## src/rtl/sreg_mem_wb_ctl_pkg.sv

```systemverilog
// Shared RV32I pipeline types: the packed control word carried down the pipe
// and the MEM/WB stage occupancy state.
package rv32i_types;

    typedef struct packed {
        logic [6:0] opcode;
        logic [2:0] funct3;
        logic [4:0] rd;
        logic       load_regfile;
        logic       mem_read;
        logic       mem_write;
        logic [2:0] regfilemux_sel;
    } rv32i_control_word;

    typedef enum logic [1:0] {
        MWB_EMPTY,
        MWB_FULL,
        MWB_WAIT,   // valid load, response pending
        MWB_DRAIN   // flushed load, response still owed by memory
    } mem_wb_state_e;

endpackage

```

## src/rtl/sreg_mem_wb_ctl_if.sv

```systemverilog
// MEM -> WB stage bundle: incoming slot, data-cache response, flow control
// and the held writeback slot.
interface sreg_mem_wb_ctl_if #(
    parameter int DATA_W = 32,
    parameter int CTRL_W = 21,
    parameter int MASK_W = DATA_W / 8
);
    logic              in_valid;
    logic              in_is_load;
    logic [DATA_W-1:0] in_alu;
    logic [DATA_W-1:0] in_pc;
    logic [CTRL_W-1:0] in_ctrl;
    logic              in_br_en;
    logic [MASK_W-1:0] in_mem_byte_en;
    logic              stall_i;
    logic              flush_i;
    logic              data_resp;
    logic [DATA_W-1:0] data_rdata;

    logic              out_valid;
    logic [DATA_W-1:0] out_alu;
    logic [DATA_W-1:0] out_pc;
    logic [DATA_W-1:0] out_data;
    logic [CTRL_W-1:0] out_ctrl;
    logic              out_br_en;
    logic [MASK_W-1:0] out_mem_byte_en;
    logic              busy_o;
    logic              spurious_resp_o;

    // MEM-stage / hazard-unit side.
    modport master (
        output in_valid, in_is_load, in_alu, in_pc, in_ctrl, in_br_en, in_mem_byte_en,
        output stall_i, flush_i, data_resp, data_rdata,
        input  out_valid, out_alu, out_pc, out_data, out_ctrl, out_br_en, out_mem_byte_en,
        input  busy_o, spurious_resp_o
    );

    // Stage-register side.
    modport slave (
        input  in_valid, in_is_load, in_alu, in_pc, in_ctrl, in_br_en, in_mem_byte_en,
        input  stall_i, flush_i, data_resp, data_rdata,
        output out_valid, out_alu, out_pc, out_data, out_ctrl, out_br_en, out_mem_byte_en,
        output busy_o, spurious_resp_o
    );
endinterface

```

## src/rtl/sreg_mem_wb_ctl_tracker.sv

```systemverilog
// Load-response tracker: keeps a load in the stage until its response lands
// and swallows the response owed to a flushed load.
module mem_resp_tracker
    import rv32i_types::*;
(
    input  logic          clk,
    input  logic          rst_n,
    input  logic          accept_i,
    input  logic          valid_i,
    input  logic          is_load_i,
    input  logic          resp_i,
    input  logic          flush_i,
    output mem_wb_state_e state_o,
    output logic          busy_o,
    output logic          cap_bundle_o,
    output logic          cap_data_o,
    output logic          spurious_resp_o
);

    mem_wb_state_e state_q, state_d;

    // NOTE: every output of this block gets a default before the case, so no
    // path through it can leave a signal unassigned and infer a latch.
    always_comb begin
        state_d         = state_q;
        cap_bundle_o    = 1'b0;
        cap_data_o      = 1'b0;
        spurious_resp_o = 1'b0;
        unique case (state_q)
            MWB_EMPTY, MWB_FULL: begin
                spurious_resp_o = resp_i & ~(accept_i & valid_i & is_load_i);
                if (flush_i) begin
                    state_d = MWB_EMPTY;
                end else if (accept_i) begin
                    cap_bundle_o = 1'b1;
                    if (!valid_i) begin
                        state_d = MWB_EMPTY;
                    end else if (!is_load_i || resp_i) begin
                        state_d    = MWB_FULL;
                        cap_data_o = is_load_i & resp_i;
                    end else begin
                        state_d = MWB_WAIT;
                    end
                end
            end
            MWB_WAIT: begin
                // A response wins over stall; paired with a flush it is dropped.
                if (resp_i) begin
                    state_d    = flush_i ? MWB_EMPTY : MWB_FULL;
                    cap_data_o = ~flush_i;
                end else if (flush_i) begin
                    state_d = MWB_DRAIN;
                end
            end
            MWB_DRAIN: begin
                if (resp_i) state_d = MWB_EMPTY;
            end
            default: state_d = MWB_EMPTY;
        endcase
    end

    // NOTE: sequential state uses non-blocking assignments so every flop
    // samples pre-edge values regardless of block ordering.
    always_ff @(posedge clk or negedge rst_n) begin
        if (!rst_n) state_q <= MWB_EMPTY;
        else        state_q <= state_d;
    end

    assign state_o = state_q;
    assign busy_o  = (state_q == MWB_WAIT) || (state_q == MWB_DRAIN);

endmodule

```

## src/rtl/sreg_mem_wb_ctl.sv

```systemverilog
// MEM/WB stage register with valid, stall, flush and load-response tracking;
// bubbles present a zeroed control word to writeback.
module sreg_mem_wb_ctl
    import rv32i_types::*;
#(
    parameter int DATA_W = 32,
    parameter int CTRL_W = $bits(rv32i_control_word),
    parameter int MASK_W = DATA_W / 8
) (
    input logic                clk,
    input logic                rst_n,
    sreg_mem_wb_ctl_if.slave   bus
);

    mem_wb_state_e     state;
    logic              busy, adv, cap_bundle, cap_data;

    logic [DATA_W-1:0] alu_q, pc_q, data_q;
    logic [CTRL_W-1:0] ctrl_q;
    logic              br_en_q;
    logic [MASK_W-1:0] byte_en_q;

    assign adv = ~bus.stall_i & ~busy & ~bus.flush_i;

    mem_resp_tracker u_tracker (
        .clk             (clk),
        .rst_n           (rst_n),
        .accept_i        (adv),
        .valid_i         (bus.in_valid),
        .is_load_i       (bus.in_is_load),
        .resp_i          (bus.data_resp),
        .flush_i         (bus.flush_i),
        .state_o         (state),
        .busy_o          (busy),
        .cap_bundle_o    (cap_bundle),
        .cap_data_o      (cap_data),
        .spurious_resp_o (bus.spurious_resp_o)
    );

    // NOTE: payload registers are reset too, so every output reads 0 out of
    // reset rather than X, even though out_valid already masks them.
    always_ff @(posedge clk or negedge rst_n) begin
        if (!rst_n) begin
            alu_q     <= '0;
            pc_q      <= '0;
            ctrl_q    <= '0;
            br_en_q   <= 1'b0;
            byte_en_q <= '0;
            data_q    <= '0;
        end else begin
            if (cap_bundle) begin
                alu_q     <= bus.in_alu;
                pc_q      <= bus.in_pc;
                ctrl_q    <= bus.in_ctrl;
                br_en_q   <= bus.in_br_en;
                byte_en_q <= bus.in_mem_byte_en;
            end
            if (cap_data) data_q <= bus.data_rdata;
        end
    end

    assign bus.out_valid       = (state == MWB_FULL);
    assign bus.out_alu         = alu_q;
    assign bus.out_pc          = pc_q;
    assign bus.out_data        = data_q;
    assign bus.out_ctrl        = bus.out_valid ? ctrl_q : '0;
    assign bus.out_br_en       = br_en_q;
    assign bus.out_mem_byte_en = byte_en_q;
    assign bus.busy_o          = busy;

endmodule

```

## src/flat_wrapper.sv

```systemverilog
// flat-port wrapper written by rule: the top's interface ports become plain ports
module sreg_mem_wb_ctl_flat import rv32i_types::*;
#(
    parameter int DATA_W = 32,
    parameter int CTRL_W = $bits(rv32i_control_word),
    parameter int MASK_W = DATA_W / 8
)
  (clk, rst_n, bus_in_valid, bus_in_is_load, bus_in_alu, bus_in_pc, bus_in_ctrl, bus_in_br_en, bus_in_mem_byte_en, bus_stall_i, bus_flush_i, bus_data_resp, bus_data_rdata, bus_out_valid, bus_out_alu, bus_out_pc, bus_out_data, bus_out_ctrl, bus_out_br_en, bus_out_mem_byte_en, bus_busy_o, bus_spurious_resp_o);
  sreg_mem_wb_ctl_if #(.DATA_W(DATA_W), .CTRL_W(CTRL_W), .MASK_W(MASK_W)) bus_i ();
  input logic clk;
  input logic rst_n;
  input wire logic [$bits(bus_i.in_valid)-1:0] bus_in_valid;
  input wire logic [$bits(bus_i.in_is_load)-1:0] bus_in_is_load;
  input wire logic [$bits(bus_i.in_alu)-1:0] bus_in_alu;
  input wire logic [$bits(bus_i.in_pc)-1:0] bus_in_pc;
  input wire logic [$bits(bus_i.in_ctrl)-1:0] bus_in_ctrl;
  input wire logic [$bits(bus_i.in_br_en)-1:0] bus_in_br_en;
  input wire logic [$bits(bus_i.in_mem_byte_en)-1:0] bus_in_mem_byte_en;
  input wire logic [$bits(bus_i.stall_i)-1:0] bus_stall_i;
  input wire logic [$bits(bus_i.flush_i)-1:0] bus_flush_i;
  input wire logic [$bits(bus_i.data_resp)-1:0] bus_data_resp;
  input wire logic [$bits(bus_i.data_rdata)-1:0] bus_data_rdata;
  output wire logic [$bits(bus_i.out_valid)-1:0] bus_out_valid;
  output wire logic [$bits(bus_i.out_alu)-1:0] bus_out_alu;
  output wire logic [$bits(bus_i.out_pc)-1:0] bus_out_pc;
  output wire logic [$bits(bus_i.out_data)-1:0] bus_out_data;
  output wire logic [$bits(bus_i.out_ctrl)-1:0] bus_out_ctrl;
  output wire logic [$bits(bus_i.out_br_en)-1:0] bus_out_br_en;
  output wire logic [$bits(bus_i.out_mem_byte_en)-1:0] bus_out_mem_byte_en;
  output wire logic [$bits(bus_i.busy_o)-1:0] bus_busy_o;
  output wire logic [$bits(bus_i.spurious_resp_o)-1:0] bus_spurious_resp_o;
  assign bus_i.in_valid = bus_in_valid;
  assign bus_i.in_is_load = bus_in_is_load;
  assign bus_i.in_alu = bus_in_alu;
  assign bus_i.in_pc = bus_in_pc;
  assign bus_i.in_ctrl = bus_in_ctrl;
  assign bus_i.in_br_en = bus_in_br_en;
  assign bus_i.in_mem_byte_en = bus_in_mem_byte_en;
  assign bus_i.stall_i = bus_stall_i;
  assign bus_i.flush_i = bus_flush_i;
  assign bus_i.data_resp = bus_data_resp;
  assign bus_i.data_rdata = bus_data_rdata;
  assign bus_out_valid = bus_i.out_valid;
  assign bus_out_alu = bus_i.out_alu;
  assign bus_out_pc = bus_i.out_pc;
  assign bus_out_data = bus_i.out_data;
  assign bus_out_ctrl = bus_i.out_ctrl;
  assign bus_out_br_en = bus_i.out_br_en;
  assign bus_out_mem_byte_en = bus_i.out_mem_byte_en;
  assign bus_busy_o = bus_i.busy_o;
  assign bus_spurious_resp_o = bus_i.spurious_resp_o;
  sreg_mem_wb_ctl #(.DATA_W(DATA_W), .CTRL_W(CTRL_W), .MASK_W(MASK_W)) u_core (.clk(clk), .rst_n(rst_n), .bus(bus_i));
endmodule
```

## config.mk

```make
export PLATFORM = sky130hd
export DESIGN_NAME = sreg_mem_wb_ctl_flat
export DESIGN_NICKNAME = d
export VERILOG_FILES = /design/src/rtl/sreg_mem_wb_ctl_pkg.sv /design/src/rtl/sreg_mem_wb_ctl_if.sv /design/src/rtl/sreg_mem_wb_ctl_tracker.sv /design/src/rtl/sreg_mem_wb_ctl.sv /design/src/flat_wrapper.sv
export SDC_FILE = /design/constraint.sdc
export NUM_CORES = 1
export LEC_CHECK = 0
export CAP_MARGIN = 20
export CORE_UTILIZATION = 37
export CTS_BUF_LIST = sky130_fd_sc_hd__clkbuf_4 sky130_fd_sc_hd__clkbuf_8
export CTS_CLUSTER_SIZE = 25
export DETAILED_ROUTE_END_ITERATION = 10
export PLACE_DENSITY = 0.79
export SETUP_SLACK_MARGIN = 0.5
export SYNTH_ARGS = -nofsm -noshare
export SYNTH_HDL_FRONTEND = slang
export SYNTH_SLANG_ARGS = --single-unit
```

## constraint.sdc

```tcl
create_clock -name clk -period 1.66 [get_ports clk]
set_input_delay 0.332 -clock clk [delete_from_list [all_inputs] [get_ports clk]]
set_output_delay 0.332 -clock clk [all_outputs]
set_load 0.01 [all_outputs]
```

* Yosys cells after proc, flatten, opt, wreduce, memory -nomap -nowiden
Index checks and enable logic that the tools add are counted.
** Storage, ports and cells
- Flip-flop bits (word level) :: 124
** Cells by class
- Equal/unequal tests :: 6
- Reductions and logical operators :: 6
- Multiplexer cells :: 20
- Bitwise gates (word level) :: 10
** Operator list (number)
- 21-bit 2-to-1 mux :: 1
- 2-bit 2-to-1 mux :: 7
- 1-bit 2-to-1 mux :: 10
- 1-bit AND :: 6
- 3-bit != test (second input constant) :: 2
- 2-bit case mux with 3 select lines :: 1
- 2-bit == test (second input constant) :: 2
- 1-bit NOT :: 4
- 3-bit AND reduction :: 1
- 2-bit by 1-bit == test with 1-bit output (second input constant) :: 1
- 2-bit logical NOT :: 1
- 1-bit logical OR :: 2
- 2-bit != test (second input constant) :: 1
- 1-bit case mux with 2 select lines :: 1
- 2-bit OR reduction :: 1
- 1-bit logical NOT :: 1

* Logic depth before layout (Yosys ltp)
Gate-level depths: netlist of run 1.
- Depth in word-level cells :: 10
- Gate-level depth with buffers :: 5

* Cells and area by module
A second synthesis of run 1 with hierarchy kept.
** Second synthesis, totals
- Cells, all modules :: 306
- Area total of the unflattened synthesis :: 5407.7 um^2
** By module, submodules not included
- sreg_mem_wb_ctl :: instances 1, area an instance 5220.0 um^2, cells each 285
- mem_resp_tracker :: instances 1, area an instance 187.7 um^2, cells each 21

* Worst setup path after synthesis of run 1
No wires, ideal clock.
- Kind :: reg2reg
- From :: register u_core.u_tracker.state_q[1] (netlist: u_core.u_tracker.state_o[1])
- To :: register u_core.alu_q[8] (netlist: u_core.bus.out_alu[8])
- Library setup time :: 0.125 ns
- Stages on the path, launching flop included :: 5
- Buffers on the path :: 2
- Period minus slack after synthesis :: 1.584 ns
- Slack :: 0.076 ns
- Arrival :: 1.459 ns
- Cells stage by stage :: dfrtp_1 buf_2 nor3_4 buf_6 mux2_2
** Between the ends
- Longest elaborated chain between the ends :: 8
** Ends and longest elaborated chain
- start, declared :: RTL line sreg_mem_wb_ctl_tracker.sv:20 : mem_wb_state_e state_q, state_d;
- start signal, assigned :: RTL line sreg_mem_wb_ctl_tracker.sv:66 : else state_q <= state_d;
- 2-bit == test :: RTL line sreg_mem_wb_ctl_tracker.sv:70 : assign busy_o = (state_q == MWB_WAIT) || (state_q == MWB_DRAIN);
- 1-bit logical OR :: RTL line sreg_mem_wb_ctl_tracker.sv:70
- 1-bit NOT :: RTL line sreg_mem_wb_ctl.sv:23 : assign adv = ~bus.stall_i & ~busy & ~bus.flush_i;
- 1-bit AND (2 in series) :: RTL line sreg_mem_wb_ctl.sv:23
- 1-bit 2-to-1 mux :: RTL line sreg_mem_wb_ctl_tracker.sv:34 : end else if (accept_i) begin
- 1-bit 2-to-1 mux :: RTL line sreg_mem_wb_ctl_tracker.sv:32 : if (flush_i) begin
- 1-bit 2-to-1 mux * :: RTL line sreg_mem_wb_ctl_tracker.sv:29 : unique case (state_q)
- end signal, assigned :: RTL line sreg_mem_wb_ctl.sv:52 : alu_q <= bus.in_alu;
- end, declared :: RTL line sreg_mem_wb_ctl.sv:18 : logic [DATA_W-1:0] alu_q, pc_q, data_q;
Every way passes the cells marked *; elsewhere a longest branch is shown, timed or not.
A chain may end at the register's enable or synchronous reset.

* Final worst setup path of run 1
- From :: register u_core.u_tracker.state_q[1] (netlist: u_core.u_tracker.state_o[1])
- To :: register u_core.alu_q[10] (netlist: u_core.bus.out_alu[10])
Same word-level chain as after synthesis.

==> results of run 1 <==
[flip-flops by register name, summed over array words and instances, names as in the netlist]
name / count
u_core.u_tracker.state_o: 2
u_core.bus.out_alu: 32
u_core.bus.out_pc: 32
u_core.bus.out_data: 32
u_core.bus.out_br_en: 1
u_core.bus.out_mem_byte_en: 4
u_core.ctrl_q: 21
[worst max-delay path, cell delays in order (launching register included)]
cell	delay, ns
dfrtp_1	0.41
buf_4	0.17
buf_4	0.16
nor3_4	0.15
buf_6	0.14
buf_12	0.12
bufbuf_16	0.26
mux2_2	0.33
[metrics by stage]
step	hold slack [ns]	power [mW]	setup TNS, ns	util [%]	std cells
after global placement	0.239	6.58	-39.56	61.4	730
after floorplan	0.0364	4.98	0	-	301
after global routing	0.318	10.0	-27.12	70.0	832
after CTS	0.306	9.44	-19.64	68.1	816
after detailed placement	0.237	6.66	-41.89	61.4	730
final	0.317	9.57	-18.21	70.0	832
[cell usage in the layout (no fill, tap or decap), drive strengths merged, types with 2 or more instances in the layout]
cell / instances
and2: 22
buf: 211
bufbuf: 4
bufinv: 2
clkbuf: 24
clkdlybuf4s50: 124
clkinv: 2
clkinvlp: 2
dfrtp: 124
diode: 2
dlygate4sd2: 3
mux2: 122
nand2: 2
nand2b: 2
nor2: 4
nor2b: 2
[timing repair]
action                                 4_1_cts  5_1_grt
pin swaps                                   23        1
setup endpoints to repair                  247      248
hold buffers                                 1        0
setup buffers                               40       14
endpoints found under the hold margin       15        0
cloned                                      15        0
gates resized for setup                    598       25
[path summary, 6_finish.rpt]
| kind | start | end | depth (start not counted) |
|---|---|---|---|
| worst min-delay path | rst_n | u_core.bus.out_data[21]$_DFFE_PN0P_ | 2 |
| worst min register to register | u_core.bus.out_alu[4]$_DFFE_PN0P_ | u_core.bus.out_alu[4]$_DFFE_PN0P_ | 1 |
| min in group clk | u_core.bus.out_alu[4]$_DFFE_PN0P_ | u_core.bus.out_alu[4]$_DFFE_PN0P_ | 1 |
| worst max register to register | u_core.u_tracker.state_o[1]$_DFFE_PN0P_ | u_core.bus.out_alu[10]$_DFFE_PN0P_ | 7 |
| worst max-delay path | u_core.u_tracker.state_o[1]$_DFFE_PN0P_ | u_core.bus.out_alu[10]$_DFFE_PN0P_ | 7 |
| max in group asynchronous | rst_n | u_core.bus.out_pc[7]$_DFFE_PN0P_ | 3 |
[logic make-up after synthesis]
family                 synth area share [%]
DFF                                    63.3
buffers and inverters                  3.16
and+or+nand+nor                        4.44
muxes                                  28.2
AOI/OAI and AO/OA                     0.944
[per-layer routing]
metal / track usage (%) / up-vias
met5: 0 / -
li1: - / 1743
met1: 22.8 / 1910
met2: 38.7 / 148
met4: 8.95 / 0
met3: 7.31 / 20
[power breakdown]
part	switching (mW)	total [mW]	internal (mW)	leakage (nW)
Sequential	0.354	3.96	3.61	1.48
Combinational	0.995	2.91	1.92	2.54
Clock	1.15	2.70	1.55	0.204
[final cells by class]
class	instances	area, µm²	area share, %
Timing Repair Buffer	343	3370	37.7
Sequential cell	124	3100	34.7
Multi-Input combinational cell	160	1840	20.6
Clock buffer	24	318	3.56
Tap cell	172	215	2.41
Clock inverter	6	85.1	0.952
Antenna cell	2	5.00	0.0560
Inverter	1	3.75	0.0420
==> reports/metrics.cfg, run 1 <==
[critical_path]
path_max_fanout = 6
critPathKind = register to register
cp-end-kind = register
cp-start-kind = register
crit_arrival_ns = 2.17
rrSetupSlack_ns = -0.19
worstPathRequired_ns = 1.98

[cts]
cts_root_buf = clkbuf_8
cts.path.max_buffers = 2
h-tree-depth = 4
cts_tree = yes
clock_sink_count = 124
clock_latency_ns = 0.42
clk_pin_slew_ns = 0.07
numCtsBuffers = 17

[sta]
rsz0062_at_grt = true
layout_min_cycle_time_ns = 1.85
max-slew-margin-rel_pct = 80.7
setup_violations = 145
fin_ws_ns = -0.193
slew_violations = 0
fmax_ghz = 0.540
fin_worst_skew_ns = 0.00799
hold_viol = 0
finalCritPeriodShare_pct = 112
tightest_slew_ns = 0.290

[floorplanning]
die_y_um = 117
initial_utilization_pct = 38.4
fp.dieW_um = 117
num_io_pins = 254
fp-row-count = 41
core-area_mm2 = 0.0128
dieArea_mm2 = 0.0137

[detailed_routing]
top_layer = met4
dr_total_vias = 3821
ant_nets = 0
dr.pass1.iters = 4
dr.first_iter.drc_count = 99
wl_met3_um = 1080
drc_errors = 0
viasPerCell = 4.59
wl_met1_um = 5110
totalWireLength_um = 14500
wl_met2_um = 8010
wire_per_inst_um = 17.4

[finish]
finalNetCount = 776
layout-drive-gt1-share_pct = 58.8
area_delta_synth_final_pct = 82.3
design_area_mm2 = 0.00894
fillers = 852

[global_routing]
grt_usage_pct = 21.4
overflow = 0
grt_pass1_vias = 4058
grt_max_degree = 38
antenna_found_initial = 2
grt_pass1_wl_um = 21300

[run_status]
outcome = complete, but fails checks
violations = setup timing

[synthesis]
ys.flop_type = dfrtp_1
yosysMostFrequentCell = dfrtp_1
syn-cell-area_mm2 = 0.00490
yosysTopAreaCell = dfrtp_1
ys_types = 19
netlist.area_leader.share_pct = 63.3
synth-seq-area-share_pct = 63.3
synthArstFlopShare_pct = 100
ys_top_cells_by_area = dfrtp_1 63%, mux2_2 25%, and2_1 2.8%
synth_edf_count = 0
yosys_warnings = 0
avgSynthCellArea_um2 = 16.3
yosys-top-cells-count = 124 x dfrtp_1, 111 x mux2_2, 22 x and2_1
synth_fp_nets = 430
ys_seq_elements = 124
synthCells = 301

[flow_run]
cap_violations = 0

[place]
globalplace.congestion = 0.751
numPortBuffers = 253
place_ws_ns = -0.558
hpwl_um = 9380
place_area_mm2 = 0.00785

[min_path]
hold_path.class = input pin to asynchronous set/reset pin

[pwr]
p_leak_nw = 4.22
power_density_mw_per_mm2 = 1070
peakVddDrop_mv = 0.632

Power figures use the tool's default switching activity.
==> run 2, diff against run 1 <==
--- a/config.mk
+++ b/config.mk
@@ -12,6 +12,7 @@
 export DETAILED_ROUTE_END_ITERATION = 10
 export PLACE_DENSITY = 0.79
 export SETUP_SLACK_MARGIN = 0.5
+export SKIP_CTS_REPAIR_TIMING = 1
 export SYNTH_ARGS = -nofsm -noshare
 export SYNTH_HDL_FRONTEND = slang
 export SYNTH_SLANG_ARGS = --single-unit
==> run 2 against run 1 <==
  * The flow still finishes with violations (setup timing)
  * Count of clock-buffer cells in the layout unchanged
  * Worst setup slack improved by 0.069 ns
  * Non-clock buffer count down 36
  * Flip-flop and latch count did not move
  * Total power fell by 4.3%
  * Hold slack better by 0.028 ns
  * Clock power about the same
  * Combinational power shrank 13%
  * Critical path type unchanged
  * Largest power group unchanged
==> reports/metrics.cfg, run 2 (synthesized netlist as in run 1, its figures left out) <==
[critical_path]
critPathTopFamily = buffers and inverters
critPathKind = register to register
worstReg2RegStart = u_core.u_tracker.state_o[1]$_DFFE_PN0P_
cp-end-kind = register
path_max_fanout = 10
rrSetupSlack_ns = -0.12
crit_path_frequent_cell = buf_4
crit_arrival_ns = 2.09
worstPathRequired_ns = 1.97
crit_chain = buf_4, buf_4, nor3_4, buf_8, clkbuf_16, mux2_2
max_stage_delay_ns = 0.41
slowest_stage = dfrtp_1
startpoint = u_core.u_tracker.state_o[1]$_DFFE_PN0P_
cp_num_buf_inv = 4
cp-start-kind = register

[place]
place_ws_ns = -0.558
globalplace.congestion = 0.751
hpwl_um = 9380
numPortBuffers = 253

[sta]
finalCritPeriodShare_pct = 107
fin_ws_ns = -0.123
fin_worst_skew_ns = 0.00796
hold_viol = 0
rsz0062_at_grt = true
slew_violations = 0
setup_violations = 139
tightest_slew_ns = 0.375
max-slew-margin-rel_pct = 75.0
hold_slack_ns = 0.345
fmax_ghz = 0.561
layout_min_cycle_time_ns = 1.78

[global_routing]
antenna_found_initial = 1
grt_usage_pct = 18.5
grt_pass1_vias = 3758
grt_max_degree = 38
overflow = 0
grt_pass1_wl_um = 18700

[detailed_routing]
dr.pass1.iters = 4
wire_per_inst_um = 17.0
dr_total_vias = 3645
dr.first_iter.drc_count = 86
drc_errors = 0
ant_nets = 0
totalWireLength_um = 13500
viasPerCell = 4.58

[floorplanning]
die_y_um = 117
core-area_mm2 = 0.0128
initial_utilization_pct = 38.4
num_io_pins = 254
dieArea_mm2 = 0.0137
fp.dieW_um = 117
fp-row-count = 41

[cts]
cts_root_buf = clkbuf_8
clock_sink_count = 124
numCtsBuffers = 17
h-tree-depth = 4
clk_pin_slew_ns = 0.07
clock_latency_ns = 0.43
cts_tree = yes
cts.path.max_buffers = 2

[finish]
layout-drive-gt1-share_pct = 54.2
final_cell_mix = 124 x dfrtp_1, 123 x clkdlybuf4s50_1, 90 x clkbuf_2
final_common_cell = dfrtp_1
finalNetCount = 740
finalCoreUtilization_pct = 64.6
area_delta_synth_final_pct = 68.3

[pwr]
power_density_mw_per_mm2 = 1110
p_leak_nw = 3.94
power_mw = 9.16
peakVddDrop_mv = 0.629

[run_status]
outcome = complete, but fails checks
violations = setup timing

[flow_run]
cap_violations = 0

[min_path]
hold_path.class = input pin to asynchronous set/reset pin

## run 2: per-stage QoR
stage / area, µm² / instances / TNS, ns
4_1_cts: 8250 / 760 / -18.24
2_1_floorplan: 5040 / 301 / 0
3_5_place_dp: 7850 / 730 / -41.89
5_1_grt: 8250 / 795 / -20.40
6_report: 8250 / 795 / -9.30
3_3_place_gp: 7850 / 730 / -39.56
## run 2: final cells by class
type,instances,area [µm²]
Sequential cell,124,3100
Timing Repair Buffer,307,2720
Antenna cell,1,2.50
Clock buffer,24,318
Inverter,1,3.75
Multi-Input combinational cell,160,1810
Clock inverter,6,85.1
Tap cell,172,215
Fill cell,947,4520
## run 2: path summary, 6_finish.rpt
path,end,cells after the start
max reg2reg,u_core.bus.out_pc[2]$_DFFE_PN0P_,6
min reg2reg,u_core.ctrl_q[13]$_DFFE_PN0P_,1
max in group asynchronous,u_core.bus.out_alu[31]$_DFFE_PN0P_,3
max,u_core.bus.out_pc[2]$_DFFE_PN0P_,6
min,u_core.bus.out_data[23]$_DFFE_PN0P_,2
min in group clk,u_core.u_tracker.state_o[0]$_DFFE_PN0P_,4
## run 2: where the power goes
group	leakage (nW)	switching, mW	total (mW)	internal, mW
clock network	0.204	1.13	2.68	1.55
logic	2.26	0.939	2.54	1.60
registers	1.48	0.338	3.95	3.61
total	3.94	2.41	9.16	6.75
## run 2: routing by layer
| layer | wire (µm) | up-vias | track usage, % |
|---|---|---|---|
| met3 | 1110 | 23 | 7.78 |
| met5 | 0 | - | 0 |
| li1 | - | 1662 | - |
| met4 | 274 | 0 | 8.61 |
| met1 | 4800 | 1813 | 19.6 |
| met2 | 7310 | 147 | 32.0 |
